File: config.mk
export PLATFORM = sky130hd
export DESIGN_NAME = trap_return_stack
export DESIGN_NICKNAME = d
export VERILOG_FILES = /design/src/rtl/trap_return_stack_pkg.sv /design/src/rtl/trap_lifo.sv /design/src/rtl/trap_return_stack.sv
export SDC_FILE = /design/constraint.sdc
export NUM_CORES = 1
export LEC_CHECK = 0
export CORE_UTILIZATION = 39
export CTS_CLUSTER_DIAMETER = 100
export CTS_CLUSTER_SIZE = 8
export DETAILED_ROUTE_END_ITERATION = 8
export HOLD_SLACK_MARGIN = 0.15
export PLACE_DENSITY = 0.81
export SYNTH_ARGS = -nofsm -noshare
export SYNTH_HDL_FRONTEND = slang
export SYNTH_HIERARCHICAL = 1
export SYNTH_SLANG_ARGS = --single-unit
File: constraint.sdc
create_clock -name clk -period 1.45 [get_ports clk]
set_input_delay 0.29 -clock clk [delete_from_list [all_inputs] [get_ports clk]]
set_output_delay 0.29 -clock clk [all_outputs]
set_load 0.01 [all_outputs]
File: src/rtl/trap_return_stack_pkg.sv
// Shared types and defaults for the trap return stack (package trap_pkg).
// The saved context is {pc, mode}; MODE_ADMIN is the mode restored by reset.
package trap_pkg;

  localparam int TRAP_DEPTH = 4;
  localparam int TRAP_PC_W  = 16;

  localparam logic [1:0] MODE_ADMIN = 2'b11;

  typedef struct packed {
    logic [TRAP_PC_W-1:0] pc;
    logic [1:0]           mode;
  } trap_ctx_t;

endpackage

File: src/rtl/trap_lifo.sv
// LIFO of saved trap contexts: storage array plus occupancy pointer.
// The top entry is read combinationally so a pop can be registered downstream.
module trap_lifo #(
  parameter int DEPTH = 4,
  parameter int W     = 18
) (
  input  logic                   clk,
  input  logic                   rst,
  input  logic                   i_push,
  input  logic                   i_pop,
  input  logic [W-1:0]           i_data,
  output logic [W-1:0]           o_data,
  output logic                   o_full,
  output logic                   o_empty,
  output logic [$clog2(DEPTH):0] o_count
);

  localparam int AW = $clog2(DEPTH);
  localparam logic [AW-1:0] IDX_ONE  = 1;
  localparam logic [AW:0]   CNT_ONE  = 1;
  localparam logic [AW:0]   CNT_FULL = (AW+1)'(DEPTH);

  logic [W-1:0]  r_mem [DEPTH];
  logic [AW:0]   r_count;
  logic [AW-1:0] w_wrIdx;
  logic [AW-1:0] w_rdIdx;
  logic          w_doPush;
  logic          w_doPop;

  // When full the low pointer bits wrap to 0, so the read index lands on DEPTH-1.
  assign w_wrIdx  = r_count[AW-1:0];
  assign w_rdIdx  = w_wrIdx - IDX_ONE;
  assign o_full   = (r_count == CNT_FULL);
  assign o_empty  = (r_count == '0);
  assign o_count  = r_count;
  assign o_data   = r_mem[w_rdIdx];
  assign w_doPush = i_push & ~o_full;
  assign w_doPop  = i_pop & ~o_empty & ~i_push;

  always_ff @(posedge clk) begin
    if (rst) begin
      r_count <= '0;
    end else if (w_doPush) begin
      r_count <= r_count + CNT_ONE;
    end else if (w_doPop) begin
      r_count <= r_count - CNT_ONE;
    end
  end

  always_ff @(posedge clk) begin
    if (w_doPush) begin
      r_mem[w_wrIdx] <= i_data;
    end
  end

endmodule

File: src/rtl/trap_return_stack.sv
// Trap return unit: saves {PC, mode} on trap entry, replays it on return-from-trap.
// Define TRAP_NEST_EN for a DEPTH-entry LIFO; otherwise a single context register.
import trap_pkg::*;

module trap_return_stack #(
  parameter int DEPTH = TRAP_DEPTH,
  parameter int PC_W  = TRAP_PC_W
) (
  input  logic                   clk,
  input  logic                   rst,
  input  logic                   Store_Current,
  input  logic [PC_W-1:0]        cur_PC,
  input  logic [1:0]             cur_Mode,
  input  logic                   rti,
  input  logic                   IFID_Stall,
  input  logic                   miss,
  output logic                   ret_J,
  output logic [PC_W-1:0]        ret_PC,
  output logic [1:0]             ret_Mode,
  output logic [$clog2(DEPTH):0] depth,
  output logic                   overflow,
  output logic                   underflow
);

  localparam int DW = $clog2(DEPTH) + 1;
  localparam int CW = PC_W + 2;

  logic            w_pushOk;
  logic            w_popOk;
  logic            w_full;
  logic            w_empty;
  logic [CW-1:0]   w_top;
  logic [DW-1:0]   w_depth;
  logic            r_retJ;
  logic [PC_W-1:0] r_retPC;
  logic [1:0]      r_retMode;
  logic            r_overflow;
  logic            r_underflow;

  // A trap entry preempts a coincident rti, so push and pop never both succeed.
  assign w_pushOk = Store_Current & ~miss;
  assign w_popOk  = rti & ~miss & ~IFID_Stall & ~Store_Current;

`ifdef TRAP_NEST_EN
  trap_lifo #(
    .DEPTH (DEPTH),
    .W     (CW)
  ) u_lifo (
    .clk     (clk),
    .rst     (rst),
    .i_push  (w_pushOk),
    .i_pop   (w_popOk),
    .i_data  ({cur_PC, cur_Mode}),
    .o_data  (w_top),
    .o_full  (w_full),
    .o_empty (w_empty),
    .o_count (w_depth)
  );
`else
  logic          r_valid;
  logic [CW-1:0] r_ctx;

  always_ff @(posedge clk) begin
    if (rst) begin
      r_valid <= 1'b0;
      r_ctx   <= '0;
    end else if (w_pushOk && !r_valid) begin
      r_valid <= 1'b1;
      r_ctx   <= {cur_PC, cur_Mode};
    end else if (w_popOk && r_valid) begin
      r_valid <= 1'b0;
    end
  end

  assign w_full  = r_valid;
  assign w_empty = ~r_valid;
  assign w_top   = r_ctx;
  assign w_depth = {{(DW-1){1'b0}}, r_valid};
`endif

  // Redirect outputs hold their last target; only ret_J and underflow are pulses.
  always_ff @(posedge clk) begin
    if (rst) begin
      r_retJ      <= 1'b0;
      r_retPC     <= '0;
      r_retMode   <= MODE_ADMIN;
      r_overflow  <= 1'b0;
      r_underflow <= 1'b0;
    end else begin
      r_retJ      <= w_popOk & ~w_empty;
      r_underflow <= w_popOk & w_empty;
      if (w_pushOk && w_full) begin
        r_overflow <= 1'b1;
      end
      if (w_popOk && !w_empty) begin
        {r_retPC, r_retMode} <= w_top;
      end
    end
  end

  assign ret_J     = r_retJ;
  assign ret_PC    = r_retPC;
  assign ret_Mode  = r_retMode;
  assign depth     = w_depth;
  assign overflow  = r_overflow;
  assign underflow = r_underflow;

endmodule

==> impl_results.html, run 1 <==
<table>
<tr><th>Metric</th><th>Value</th></tr>
<tr><th colspan="2">Detailed routing</th></tr>
<tr><td>Number of DRC markers in iteration 0</td><td>37</td></tr>
<tr><td>Antenna Violating Nets Remaining</td><td>0</td></tr>
<tr><td>Via Count</td><td>1153</td></tr>
<tr><td>Per-cell routed wire length</td><td>about 13 um</td></tr>
<tr><td>DRC errors left</td><td>0</td></tr>
<tr><td>Detailed-route vias per instance</td><td>a little under 5</td></tr>
<tr><td>Final wirelength</td><td>3061 um</td></tr>
<tr><td>First-pass DRT Iterations</td><td>4</td></tr>
<tr><th colspan="2">Power and ir drop</th></tr>
<tr><td>Worst-case vdd ir drop</td><td>0.0008834 V</td></tr>
<tr><td>Total power per unit cell area</td><td>1048 mW/mm2</td></tr>
<tr><td>Total design power</td><td>0.002054 W</td></tr>
<tr><td>Total leakage power</td><td>0.8510 nW</td></tr>
<tr><th colspan="2">STA</th></tr>
<tr><td>Fin crit period</td><td>1.414 ns</td></tr>
<tr><td>Slew Viols, Final</td><td>0</td></tr>
<tr><td>Maximum clock skew at final layout</td><td>0.01130 ns</td></tr>
<tr><td>Achievable Freq</td><td>~710 MHz</td></tr>
<tr><td>Final hold violation count</td><td>0</td></tr>
<tr><td>Setup repair after global routing missed its margin</td><td>no</td></tr>
<tr><td>Period utilisation layout</td><td>97.49%</td></tr>
<tr><td>Hold_ws</td><td>0.4608 ns</td></tr>
<tr><td>Fin worst setup slack</td><td>0.03634 ns</td></tr>
<tr><td>Setup Viol. Count Final</td><td>0</td></tr>
<tr><th colspan="2">Final layout</th></tr>
<tr><td>Post-layout net count</td><td>217</td></tr>
<tr><td>Commonest cells after routing, fill and taps aside</td><td>39 x dfxtp_1, 36 x nand2_1, 23 x clkdlybuf4s50_1</td></tr>
<tr><td>Share of final-layout standard cells stronger than drive strength 1</td><td>16.49%</td></tr>
<tr><td>Number of filler cells placed in the layout</td><td>323</td></tr>
<tr><td>ANT cells</td><td>0</td></tr>
<tr><td>Post-layout instance count excluding filler cells</td><td>240</td></tr>
<tr><td>Leading cell type in the layout, fill and taps excluded</td><td>dfxtp_1</td></tr>
<tr><td>Layout overhead on the synthesized area</td><td>41.08%</td></tr>
<tr><td>Layout Utilization</td><td>58.26%</td></tr>
<tr><th colspan="2">Die</th></tr>
<tr><td>DIE WIDTH</td><td>61.68 um</td></tr>
<tr><td>Die Outline Area</td><td>around 0.0038 mm2</td></tr>
<tr><td>Area of the core</td><td>0.003363 mm2</td></tr>
<tr><td>Row count</td><td>21</td></tr>
<tr><td># IOs</td><td>48</td></tr>
<tr><td>Die extent in y</td><td>61.68 um</td></tr>
<tr><td>Initial core utilization</td><td>between 40% and 50%</td></tr>
<tr><th colspan="2">Worst hold path</th></tr>
<tr><td>Hold Crit Class</td><td>in2reg</td></tr>
<tr><td>Worst Hold Launch</td><td>cur_Mode[0]</td></tr>
<tr><th colspan="2">Clocking</th></tr>
<tr><td>CTS clock-pin slew for the worst setup and hold paths</td><td>0.12 ns</td></tr>
<tr><td>TritonCTS clock tree</td><td>done</td></tr>
<tr><td>Worst-Skew Late Latency</td><td>0.37 ns</td></tr>
<tr><td>Clk Tree Root Cell</td><td>clkbuf_4</td></tr>
<tr><td>TritonCTS buffer count</td><td>5</td></tr>
<tr><td>Max H-tree Level</td><td>2</td></tr>
<tr><td>Count of clock tree sinks</td><td>40</td></tr>
<tr><td>Maximum count of clock buffers along a single path</td><td>2</td></tr>
<tr><th colspan="2">Place</th></tr>
<tr><td>Total half-perimeter wirelength after legalization and detailed placement</td><td>2210 um</td></tr>
<tr><td>Worst slack at placement</td><td>-0.3517 ns</td></tr>
<tr><td>Number of placed instances, taps included</td><td>roughly 230</td></tr>
<tr><td>IO Port Bufs</td><td>45</td></tr>
<tr><td>Final weighted congestion in routability-driven placement</td><td>0.7212</td></tr>
<tr><th colspan="2">Global route</th></tr>
<tr><td>Number of antenna violations at the first check in global routing</td><td>0</td></tr>
<tr><td>Largest net degree at the start of global routing</td><td>20</td></tr>
<tr><td>Vias in the first global route</td><td>between 1k and 1.5k</td></tr>
<tr><td>GR Layer Usage met2</td><td>30.11%</td></tr>
<tr><td>Global router's overall resource usage</td><td>17.96%</td></tr>
<tr><td>Gr ovfl total</td><td>0</td></tr>
<tr><td>GRT met3 Usage</td><td>7.563%</td></tr>
<tr><td>Most Used Layer, Global Route</td><td>met2</td></tr>
<tr><td>Global-route wire length before repair</td><td>4809 um</td></tr>
<tr><td>GR Layer Usage met1</td><td>20.36%</td></tr>
<tr><th colspan="2">Synth</th></tr>
<tr><td>Count of state elements after synthesis</td><td>40</td></tr>
<tr><td>Fraction of post-synthesis cell area in the top cell type by area</td><td>57.66%</td></tr>
<tr><td>Post-synthesis area per instance</td><td>9.850 um2</td></tr>
<tr><td>Post-synthesis instance area</td><td>between 0.001 and 0.0015 mm2</td></tr>
<tr><td>Synth Instances</td><td>141</td></tr>
<tr><td>Count of warnings emitted by yosys</td><td>6</td></tr>
<tr><td>Post-synthesis sequential area ratio</td><td>57.66%</td></tr>
<tr><td>Count of different cell masters after synthesis</td><td>23</td></tr>
<tr><td>Biggest area contributors in the synthesized netlist</td><td>dfxtp_1 58%, nand2_1 9.7%, a21oi_1 6.8%, a22o_2 6.5%, a22o_1 4.4%</td></tr>
<tr><td>Post-synthesis cell type with the largest combined area</td><td>dfxtp_1</td></tr>
<tr><th colspan="2">Critical path</th></tr>
<tr><td>Critical register-to-register path startpoint</td><td>r_valid$_SDFFE_PP0P_</td></tr>
<tr><td>Critical path data arrival time</td><td>1.68 ns</td></tr>
<tr><td>Peak fanout along the critical path</td><td>9</td></tr>
<tr><td>Crit path required time</td><td>1.71 ns</td></tr>
<tr><td>Kind of start point of the critical path</td><td>input pin</td></tr>
<tr><td>Classification of the worst setup path</td><td>in2reg</td></tr>
<tr><td>Timing startpoint of the critical path</td><td>miss</td></tr>
<tr><td>Critical Path End Type</td><td>flip-flop</td></tr>
<tr><th colspan="2">Job</th></tr>
<tr><td># Max-Cap Violations</td><td>0</td></tr>
<tr><th colspan="2">Run status</th></tr>
<tr><td>Result of the run</td><td>finished, final reports clean</td></tr>
</table>
[cell families (layout without fill, tap and decap cells)]
logic type / Yosys count / count (layout) / synth area share (%)
other: 1 / 2 / 0.2700
and+or+nand+nor: 45 / 45 / 15.50
AOI/OAI and AO/OA: 39 / 39 / 20.00
buffers and inverters: 16 / 68 / 6.577
DFF: 40 / 40 / 57.66
[power by group]
group          switching (W)  leakage (nW)  internal, W
Clock               0.000373        0.0412     0.000359
Combinational      0.0000800         0.485    0.0000998
Sequential         0.0000166         0.325      0.00113
[registers in the layout, summed over array words and instances (netlist names)]
register,flops
ret_Mode,2
ret_PC,16
ret_J,1
underflow,1
overflow,1
r_ctx,18
r_valid,1
[cell type report]
| cell class | count | area [um2] | area share (%) |
|---|---|---|---|
| Clock buffer | 5 | 37.54 | 1.916 |
| Inverter | 5 | 18.77 | 0.9579 |
| Timing Repair Buffer | 55 | 498.0 | 25.42 |
| Clock inverter | 3 | 42.54 | 2.171 |
| Sequential cell | 40 | 804.5 | 41.06 |
| Tap cell | 46 | 57.56 | 2.937 |
| Multi-Input combinational cell | 86 | 500.5 | 25.54 |
[worst max-delay path: stages]
cell,delay [ns]
clkdlybuf4s50_1,0.46
nand2b_2,0.23
o31a_1,0.31
buf_4,0.18
a22o_2,0.21
[routing by layer]
layer  share of wire [%]  vias up
met3                 7.0        5
met1                  41      538
met5                   0        -
met2                  50       34
li1                    -      576
met4                 1.9        0
[synth_stat cells (all sizes together)]
cell	n
dfxtp	40
nand2	36
a21oi	19
a22o	16
buf	9
inv	5
a22oi	2
clkbuf	2
nand2b	2
and2b	1
conb	1
nor2	1
nor3	1
nor3b	1
nor4	1
o21a	1
o31a	1
or3	1
or3b	1
[what timing repair did]
item / in CTS / in global routing
endpoints found under the hold margin: 0 / 0
setup buffers: 0 / 0
hold buffers: 0 / 0
gates resized for setup: 24 / 0
endpoints found under the setup margin: 22 / 0
[through the flow]
step                instance area, um2  TNS, ns
floorplan                         1393        0
global placement                  1903   -10.58
detailed placement                1903   -11.65
CTS                               1959        0
global route                      1959        0
finish                            1959        0
[worst paths after layout]
kind	end	slack [ns]	cells past startpoint
worst min register to register	r_ctx[5]$_SDFFE_PP0P_	0.46	2
worst min-delay path	r_ctx[0]$_SDFFE_PP0P_	0.46	3
worst max-delay path	ret_PC[3]$_SDFFE_PP0P_	0.04	5
worst max register to register	r_ctx[15]$_SDFFE_PP0P_	0.07	3
Power figures use the tool's default switching activity.
==> run 2: changes to the inputs <==
CORE_MARGIN = 2   (was not set)
SYNTH_HIERARCHICAL = not set   (was 1)
==> run 2 against run 1 <==
Final cell count is the same. First-iteration DRC count increased by 46%. Hold slack improved by 0.0056 ns. Area after synthesis did not move. Cell area decreased by 0.77%. Combinational power barely moved. Via count up 0.69%. Non-clock buffer count unchanged. Die area increased by 6.6%. Largest cell class unchanged.
==> impl_results.html, run 2 <==
<table>
<tr><th>Metric</th><th>Value</th></tr>
<tr><th colspan="2">Critical path</th></tr>
<tr><td>Reg2reg path depth</td><td>4 (was 3)</td></tr>
<tr><td>Number of cells on the critical path</td><td>5 (unchanged)</td></tr>
<tr><td>Critical Path End Type</td><td>flip-flop (unchanged)</td></tr>
<tr><td>Cell Chain, Critical Path</td><td>clkdlybuf4s50_1 -&gt; nand2b_2 -&gt; o31a_1 -&gt; buf_4 -&gt; a22o_2 (unchanged)</td></tr>
<tr><td>Classification of the worst setup path</td><td>in2reg (unchanged)</td></tr>
<tr><td>Slowest cell on crit path</td><td>clkdlybuf4s50_1 (unchanged)</td></tr>
<tr><td>Kind of start point of the critical path</td><td>input pin (unchanged)</td></tr>
<tr><td>Cell type group with the largest total delay on the critical path</td><td>buffers and inverters (unchanged)</td></tr>
<tr><td>Critical path data arrival time</td><td>1.65 ns (was 1.68 ns)</td></tr>
<tr><td>Critical Path Max Stage Delay</td><td>0.44 ns (was 0.46 ns)</td></tr>
<tr><td>Peak fanout along the critical path</td><td>11 (was 9)</td></tr>
<tr><td>Crit path required time</td><td>1.70 ns (was 1.71 ns)</td></tr>
<tr><td>Worst path buffer plus inverter count</td><td>2 (unchanged)</td></tr>
<tr><th colspan="2">Synth</th></tr>
<tr><td>Count of different cell masters after synthesis</td><td>23 (unchanged)</td></tr>
<tr><td>Fraction of post-synthesis cell area in the top cell type by area</td><td>57.66% (unchanged)</td></tr>
<tr><td>Synth Instances</td><td>141 (unchanged)</td></tr>
<tr><td>Count of state elements after synthesis</td><td>40 (unchanged)</td></tr>
<tr><td>Number of enable flip-flop cells after synthesis</td><td>0 (unchanged)</td></tr>
<tr><td>Count of warnings emitted by yosys</td><td>0 (was 6)</td></tr>
<tr><td>Post-synthesis instance area</td><td>0.001389 mm2 (unchanged)</td></tr>
<tr><td>List of most frequent post-synthesis cells</td><td>40 x dfxtp_1, 36 x nand2_1, 19 x a21oi_1 (unchanged)</td></tr>
<tr><td>Biggest area contributors in the synthesized netlist</td><td>dfxtp_1 58%, nand2_1 9.7%, a21oi_1 6.8%, a22o_2 6.5%, a22o_1 4.4% (unchanged)</td></tr>
<tr><td>Main synth FF type</td><td>dfxtp_1 (unchanged)</td></tr>
<tr><td>Post-synthesis cell type with the largest combined area</td><td>dfxtp_1 (unchanged)</td></tr>
<tr><td>Most numerous cell in the Yosys netlist</td><td>dfxtp_1 (unchanged)</td></tr>
<tr><td>Post-synthesis area per instance</td><td>9.850 um2 (unchanged)</td></tr>
<tr><td>Post-synthesis sequential area ratio</td><td>57.66% (unchanged)</td></tr>
<tr><td>Proportion of register bits with asynchronous set or reset after synthesis</td><td>0% (unchanged)</td></tr>
<tr><th colspan="2">Worst hold path</th></tr>
<tr><td>Cell count of the worst hold path</td><td>2 (was 3)</td></tr>
<tr><td>Hold Crit Class</td><td>reg2reg (was in2reg)</td></tr>
<tr><th colspan="2">Detailed routing</th></tr>
<tr><td>Per-cell routed wire length</td><td>12.81 um (was 12.75 um)</td></tr>
<tr><td>Final wirelength</td><td>3074 um (was 3061 um)</td></tr>
<tr><td>Number of DRC markers in iteration 0</td><td>54 (was 37)</td></tr>
<tr><td>First-pass DRT Iterations</td><td>4 (unchanged)</td></tr>
<tr><td>Via Count</td><td>1161 (was 1153)</td></tr>
<tr><td>Antenna Violating Nets Remaining</td><td>0 (unchanged)</td></tr>
<tr><td>DRC errors left</td><td>0 (unchanged)</td></tr>
<tr><td>Detailed-route vias per instance</td><td>4.838 (was 4.804)</td></tr>
<tr><th colspan="2">Global route</th></tr>
<tr><td>Global router's overall resource usage</td><td>16.39% (was 17.96%)</td></tr>
<tr><td>Largest net degree at the start of global routing</td><td>19 (was 20)</td></tr>
<tr><td>Vias in the first global route</td><td>1194 (was 1121)</td></tr>
<tr><td>Gr ovfl total</td><td>0 (unchanged)</td></tr>
<tr><td>Number of antenna violations at the first check in global routing</td><td>0 (unchanged)</td></tr>
<tr><td>Global-route wire length before repair</td><td>5092 um (was 4809 um)</td></tr>
<tr><th colspan="2">Clocking</th></tr>
<tr><td>Max H-tree Level</td><td>2 (unchanged)</td></tr>
<tr><td>Worst-Skew Late Latency</td><td>0.35 ns (was 0.37 ns)</td></tr>
<tr><td>Maximum count of clock buffers along a single path</td><td>2 (unchanged)</td></tr>
<tr><td>TritonCTS clock tree</td><td>done (unchanged)</td></tr>
<tr><td>Total of hold buffers inserted after clock tree synthesis</td><td>0 (unchanged)</td></tr>
<tr><td>Count of clock tree sinks</td><td>40 (unchanged)</td></tr>
<tr><td>TritonCTS buffer count</td><td>5 (unchanged)</td></tr>
<tr><td>CTS clock-pin slew for the worst setup and hold paths</td><td>0.11 ns (was 0.12 ns)</td></tr>
<tr><td>Clk Tree Root Cell</td><td>clkbuf_4 (unchanged)</td></tr>
<tr><th colspan="2">Final layout</th></tr>
<tr><td>Commonest cells after routing, fill and taps aside</td><td>39 x dfxtp_1, 36 x nand2_1, 23 x clkdlybuf4s50_1 (unchanged)</td></tr>
<tr><td>Register with the highest flop count</td><td>r_ctx (unchanged)</td></tr>
<tr><td>Leading cell type in the layout, fill and taps excluded</td><td>dfxtp_1 (unchanged)</td></tr>
<tr><td>ANT cells</td><td>0 (unchanged)</td></tr>
<tr><td>Share of final-layout standard cells stronger than drive strength 1</td><td>15.98% (was 16.49%)</td></tr>
<tr><td>Post-layout net count</td><td>217 (unchanged)</td></tr>
<tr><td>Layout overhead on the synthesized area</td><td>40.00% (was 41.08%)</td></tr>
<tr><td>Flip-flop count of the largest register, all copies and words added</td><td>18 (unchanged)</td></tr>
<tr><th colspan="2">Power and ir drop</th></tr>
<tr><td>Worst-case vdd ir drop</td><td>0.0004160 V (was 0.0008834 V)</td></tr>
<tr><td>Total design power</td><td>0.001912 W (was 0.002054 W)</td></tr>
<tr><td>Total leakage power</td><td>0.8424 nW (was 0.8510 nW)</td></tr>
<tr><td>Total power per unit cell area</td><td>983.2 mW/mm2 (was 1048 mW/mm2)</td></tr>
<tr><th colspan="2">STA</th></tr>
<tr><td>Hold_ws</td><td>0.4664 ns (was 0.4608 ns)</td></tr>
<tr><td>Achievable Freq</td><td>710.5 MHz (was 707.4 MHz)</td></tr>
<tr><td>Period utilisation layout</td><td>97.07% (was 97.49%)</td></tr>
<tr><td>Fin crit period</td><td>1.407 ns (was 1.414 ns)</td></tr>
<tr><td>Slew Viols, Final</td><td>0 (unchanged)</td></tr>
<tr><td>Setup Viol. Count Final</td><td>0 (unchanged)</td></tr>
<tr><td>Setup repair after global routing missed its margin</td><td>no (unchanged)</td></tr>
<tr><td>Maximum clock skew at final layout</td><td>0.009521 ns (was 0.01130 ns)</td></tr>
<tr><td>Final hold violation count</td><td>0 (unchanged)</td></tr>
<tr><th colspan="2">Run status</th></tr>
<tr><td>Result of the run</td><td>finished, final reports clean (unchanged)</td></tr>
<tr><th colspan="2">Die</th></tr>
<tr><td>Row count</td><td>21 (unchanged)</td></tr>
<tr><td># IOs</td><td>48 (unchanged)</td></tr>
<tr><td>DIE WIDTH</td><td>63.68 um (was 61.68 um)</td></tr>
<tr><td>Die extent in y</td><td>63.68 um (was 61.68 um)</td></tr>
<tr><td>Initial core utilization</td><td>40.97% (was 41.29%)</td></tr>
<tr><td>Die Outline Area</td><td>0.004055 mm2 (was 0.003804 mm2)</td></tr>
<tr><td>Area of the core</td><td>0.003390 mm2 (was 0.003363 mm2)</td></tr>
<tr><th colspan="2">Place</th></tr>
<tr><td>Final weighted congestion in routability-driven placement</td><td>0.6620 (was 0.7212)</td></tr>
<tr><td>Total half-perimeter wirelength after legalization and detailed placement</td><td>2186 um (was 2210 um)</td></tr>
<tr><td>IO Port Bufs</td><td>45 (unchanged)</td></tr>
<tr><th colspan="2">Job</th></tr>
<tr><td># Max-Cap Violations</td><td>0 (unchanged)</td></tr>
</table>
[run 2: kinds of logic after synthesis]
| group | synth area share [%] |
|---|---|
| AO/OA/AOI/OAI | 20.00 |
| AND/OR/NAND/NOR | 15.50 |
| flip-flops | 57.66 |
| buffers and inverters | 6.577 |
| other | 0.2700 |
[run 2: path summary, 6_finish.rpt]
check | from | to | slack [ns]
max reg2reg | r_valid$_SDFFE_PP0P_ | ret_PC[1]$_SDFFE_PP0P_ | 0.16
min | r_ctx[10]$_SDFFE_PP0P_ | r_ctx[10]$_SDFFE_PP0P_ | 0.47
max | miss | ret_PC[1]$_SDFFE_PP0P_ | 0.04
min reg2reg | r_ctx[10]$_SDFFE_PP0P_ | r_ctx[10]$_SDFFE_PP0P_ | 0.47
[run 2: cell type report]
| cell class | instances | area, um2 |
|---|---|---|
| tap | 46 | 57.56 |
| timing repair buffer | 55 | 498.0 |
| clock buffer | 7 | 55.05 |
| fill | 292 | 1445 |
| inverter | 5 | 18.77 |
| clock inverter | 1 | 7.507 |
| multi-input combinational | 86 | 503.0 |
| sequential | 40 | 804.5 |
[run 2: metrics by stage]
stage | cells | TNS, ns | area (um2) | utilization [%] | worst slack (ns)
2_1_floorplan | 142 | 0 | 1393 | - | 0.07302
3_3_place_gp | 232 | -10.01 | 1903 | 56.15 | -0.2914
3_5_place_dp | 232 | -10.79 | 1903 | 56.15 | -0.3183
4_1_cts | 240 | 0 | 1942 | 57.29 | 0.04492
5_1_grt | 240 | 0 | 1944 | 57.36 | 0.01045
6_report | 240 | 0 | 1944 | 57.36 | 0.04253
[run 2: repair_timing]
action,CTS,global route
resized for setup,24,1
setup buffers,0,0
setup endpoints to repair,22,5
[run 2: worst reg2reg max path, delay by kind of cell, from the launching register on]
family	cells	cell delay, ns
and+or+nand+nor	1	0.09
DFF	1	0.40
AOI/OAI and AO/OA	2	0.52
buffers and inverters	1	0.18
[run 2: layer usage]
metal  wire, um  GRT usage, %  vias to the layer above
met5          0             0                        -
met4         98         11.68                        0
met3        128         4.286                       12
met2       1458         27.24                       37
met1       1389         18.01                      536
li1           -             -                      576
[run 2: power breakdown]
part           switching, W  leakage [nW]  total (W)  internal (W)
Combinational     0.0000807         0.486   0.000182      0.000101
Clock              0.000349        0.0315   0.000587      0.000237
Sequential        0.0000172         0.325    0.00114       0.00113
==> run 3: changes to the inputs <==
SLEW_MARGIN = 20   (was not set)
==> results of run 3 <==
No change in the layout: final DEF, timing and power equal those of run 2.
==> RTL change 1, RTL diff (config.mk and constraints of run 2) <==
The package constant `TRAP_DEPTH` goes from 4 to 8.
--- a/src/rtl/trap_return_stack_pkg.sv
+++ b/src/rtl/trap_return_stack_pkg.sv
@@ -3,5 +3,5 @@
 package trap_pkg;
 
-  localparam int TRAP_DEPTH = 4;
+  localparam int TRAP_DEPTH = 8;
   localparam int TRAP_PC_W  = 16;
 
Ports: changed (resized depth); port bits go from 48 to 49. The function was not compared with the original's and may differ.
==> RTL change 1 against run 2 <==
Via count is 4.4% lower; clock skew is 4.2 ps lower; sequential cell count stayed put; area after synthesis is 0.54% higher; power is 0.26% lower; first-iteration DRC count is 1.9% higher; design area is 1.4% higher; non-clock buffer count is 1 lower; sequential power hardly changed; routed wire length is 4.6% lower; worst setup slack worse by 14 ps; die area is 0.50% higher; largest power group unchanged.
==> RTL change 1: results <==
group,metric,value,unit
status,status,"finished clean",
power,ir_drop,0.000556,V
global_route,grt_util_met2,0.221,
placement,placed_area,0.00194,mm²
power,comb_power_share,0.101,
cts,clkLatencyLatePin,340,ps
global_route,grt_use_met1,0.180,
power,p_leak,0.858,nW
placement,pre_cts_slack,-313,ps
routing,wl_met2,1350,µm
sta,whs,463,ps
sta,fmax,703,MHz
hold_path,hp-start,"r_ctx[7]$_SDFFE_PP0P_",
cts,cts.clk_slew.worst_paths,110,ps
routing,wl,2930,µm
global_route,grt.total_usage,0.154,
critical_path,crit_family,"buffers and inverters",
final_layout,drive_gt1_frac,0.160,
power,p_per_area,967,mW/mm²
routing,drt_iter0_drc,55,
yosys,async_flop_share,0,
global_route,grt_pass1_wl,4710,µm
cts,post_cts.repair.setup_buffers,0,
sta,clock_skew,5.28,ps
critical_path,critPathSlowestCell,"clkdlybuf4s50_1",
critical_path,endpoint,"ret_PC[7]$_SDFFE_PP0P_",
routing,num_vias,1110,
critical_path,arrival,1660,ps
hold_path,worstHoldEndpoint,"r_ctx[7]$_SDFFE_PP0P_",
critical_path,crit_fanout,19,
yosys,ys_top_cells_by_area,"dfxtp_1 57%, nand2_1 9.7%, a21oi_1 6.8%",
placement,place.gp.congestion,0.721,
critical_path,r2r_end,"r_ctx[10]$_SDFFE_PP0P_",
yosys,synth_top_area_share,0.573,
placement,hpwl,1980,µm
power,p_int,0.00147,W
global_route,grt_max_degree,20,
yosys,synth-compound-area-share,0.199,
cts,cts.htree.levels,2,
yosys,syn_inst,142,
routing,wl_met3,184,µm
cts,cts_buffer_depth,2,
final_layout,fin_nets,217,
yosys,synth-seq-area-share,0.573,
global_route,met3_usage,0.0687,
hold_path,hold_class,"reg2reg",
routing,wl_met1,1320,µm
RTL change 1: cell count changes after synthesis:
cell / before / now
buf_4: 3 / 4
RTL change 1: timing repair:
item	CTS	global route
hold buffers	0	0
endpoints found under the setup margin	22	0
gates resized for setup	23	0
hold endpoints to repair	0	0
RTL change 1: cell type report:
class                           count  area (µm²)
Sequential cell                    40         802
Timing Repair Buffer               54         528
Multi-Input combinational cell     87         504
Clock buffer                        6        51.3
Fill cell                         291        1420
Clock inverter                      2        10.0
Tap cell                           46        57.6
Inverter                            5        18.8
RTL change 1: stage by stage:
step / util / setup TNS, ps / std cells
floorplan: - / 0 / 144
global placement: 0.571 / -9710 / 232
detailed placement: 0.571 / -10040 / 232
CTS: 0.582 / 0 / 240
global route: 0.582 / 0 / 240
finish: 0.582 / 0 / 240
RTL change 1: logic make-up after synthesis:
logic type             after synthesis
AND/OR/NAND/NOR                     45
AO/OA/AOI/OAI                       39
buffers and inverters               17
flip-flops                          40
other                                1
==> RTL change 2, RTL diff (settings of run 2) <==
Made on the original files. Put one more register stage on the output `overflow`, without a reset. The value now appears one clock later. The other outputs are not delayed to match.
--- a/src/rtl/trap_return_stack.sv
+++ b/src/rtl/trap_return_stack.sv
@@ -103,5 +103,7 @@
   assign ret_Mode  = r_retMode;
   assign depth     = w_depth;
-  assign overflow  = r_overflow;
+  always_ff @(posedge clk) begin
+    overflow <= r_overflow;
+  end
   assign underflow = r_underflow;
 
Function: changed (a bounded check fails within 4 cycles, from zero or initial values and one cycle with rst high).
==> RTL change 2 against run 2 <==
Largest power group unchanged; area after synthesis is 1.4% higher; power is 11% higher; count of clock-buffer cells in the layout stayed put; worst setup slack worse by 12 ps; design area is 2.4% higher; sequential cell count is 1 higher; routed wire length is 4.3% lower; highest routed layer unchanged; via count is 1.9% lower.
==> RTL change 2: results <==
group,metric,value,unit
placement,hpwl,2090,µm
placement,placed_area,0.00193,mm²
final_layout,drive_gt1_frac,0.163,
final_layout,fin_nets,219,
status,status,"finished clean",
global_route,grt.total_usage,0.153,
power,p_leak,0.868,nW
yosys,synth-seq-area-share,0.583,
critical_path,critPathSlowestCell,"clkdlybuf4s50_1",
yosys,ys_top_cells_by_area,"dfxtp_1 58%, nand2_1 9.6%, a21oi_1 6.7%",
global_route,grt_pass1_wl,4860,µm
global_route,grt_pass1_vias,1075,
cts,cts_root_buf,"clkbuf_4",
placement,dp.cells,234,
critical_path,endpoint,"ret_PC[7]$_SDFFE_PP0P_",
yosys,synth_common_cells,"41 x dfxtp_1, 36 x nand2_1, 19 x a21oi_1",
final_layout,largest-register,"r_ctx",
routing,wl,2940,µm
power,sequentialPower,0.00117,W
critical_path,arrival,1660,ps
routing,post_drt_wl_per_cell,12.2,µm
power,comb_power_share,0.086,
critical_path,r2r_end,"r_ctx[0]$_SDFFE_PP0P_",
power,p_int,0.00167,W
hold_path,hold_depth,0,
routing,drt_iter0_drc,66,
critical_path,reg2reg_depth,3,
placement,pre_cts_slack,-327,ps
yosys,synth-compound-area-share,0.197,
routing,vias_per_cell,4.71,
hold_path,hp-start,"r_overflow$_SDFFE_PP0P_",
sta,clock_skew,6.60,ps
critical_path,crit_fanout,10,
hold_path,worstHoldEndpoint,"overflow$_DFF_P_",
yosys,syn_inst,142,
critical_path,rrSetupSlack,110,ps
sta,post-route-period-util,0.979,
power,ir_drop,0.000587,V
placement,place.gp.congestion,0.722,
## RTL change 2: cell types whose count changed in the layout (fill, tap and decap cells not counted), sizes merged
| cell | before | now |
|---|---|---|
| dfxtp | 40 | 41 |
| bufinv | 0 | 1 |
| clkinvlp | 1 | 0 |
| buf | 10 | 11 |
## RTL change 2: layer usage
layer | vias up | GRT usage | wire [µm]
li1 | 581 | - | -
met1 | 528 | 0.187 | 1340
met2 | 26 | 0.254 | 1440
met3 | 4 | 0.0335 | 117
met4 | 0 | 0.0718 | 43
met5 | - | 0 | 0
## RTL change 2: final cells by class
cell class	count	area, µm²
multi-input cells	86	500
flip-flops and latches	41	825
clock inverters	1	30.0
repair buffers	56	505
well taps	46	57.6
inverters	5	18.8
fillers	310	1420
clock buffers	7	55.1
## RTL change 2: per-stage QoR
step,hold slack (ps),power [W]
global route,370,0.00221
global placement,338,0.00138
finish,361,0.00212
CTS,361,0.00212
detailed placement,342,0.00138
floorplan,331,0.00128
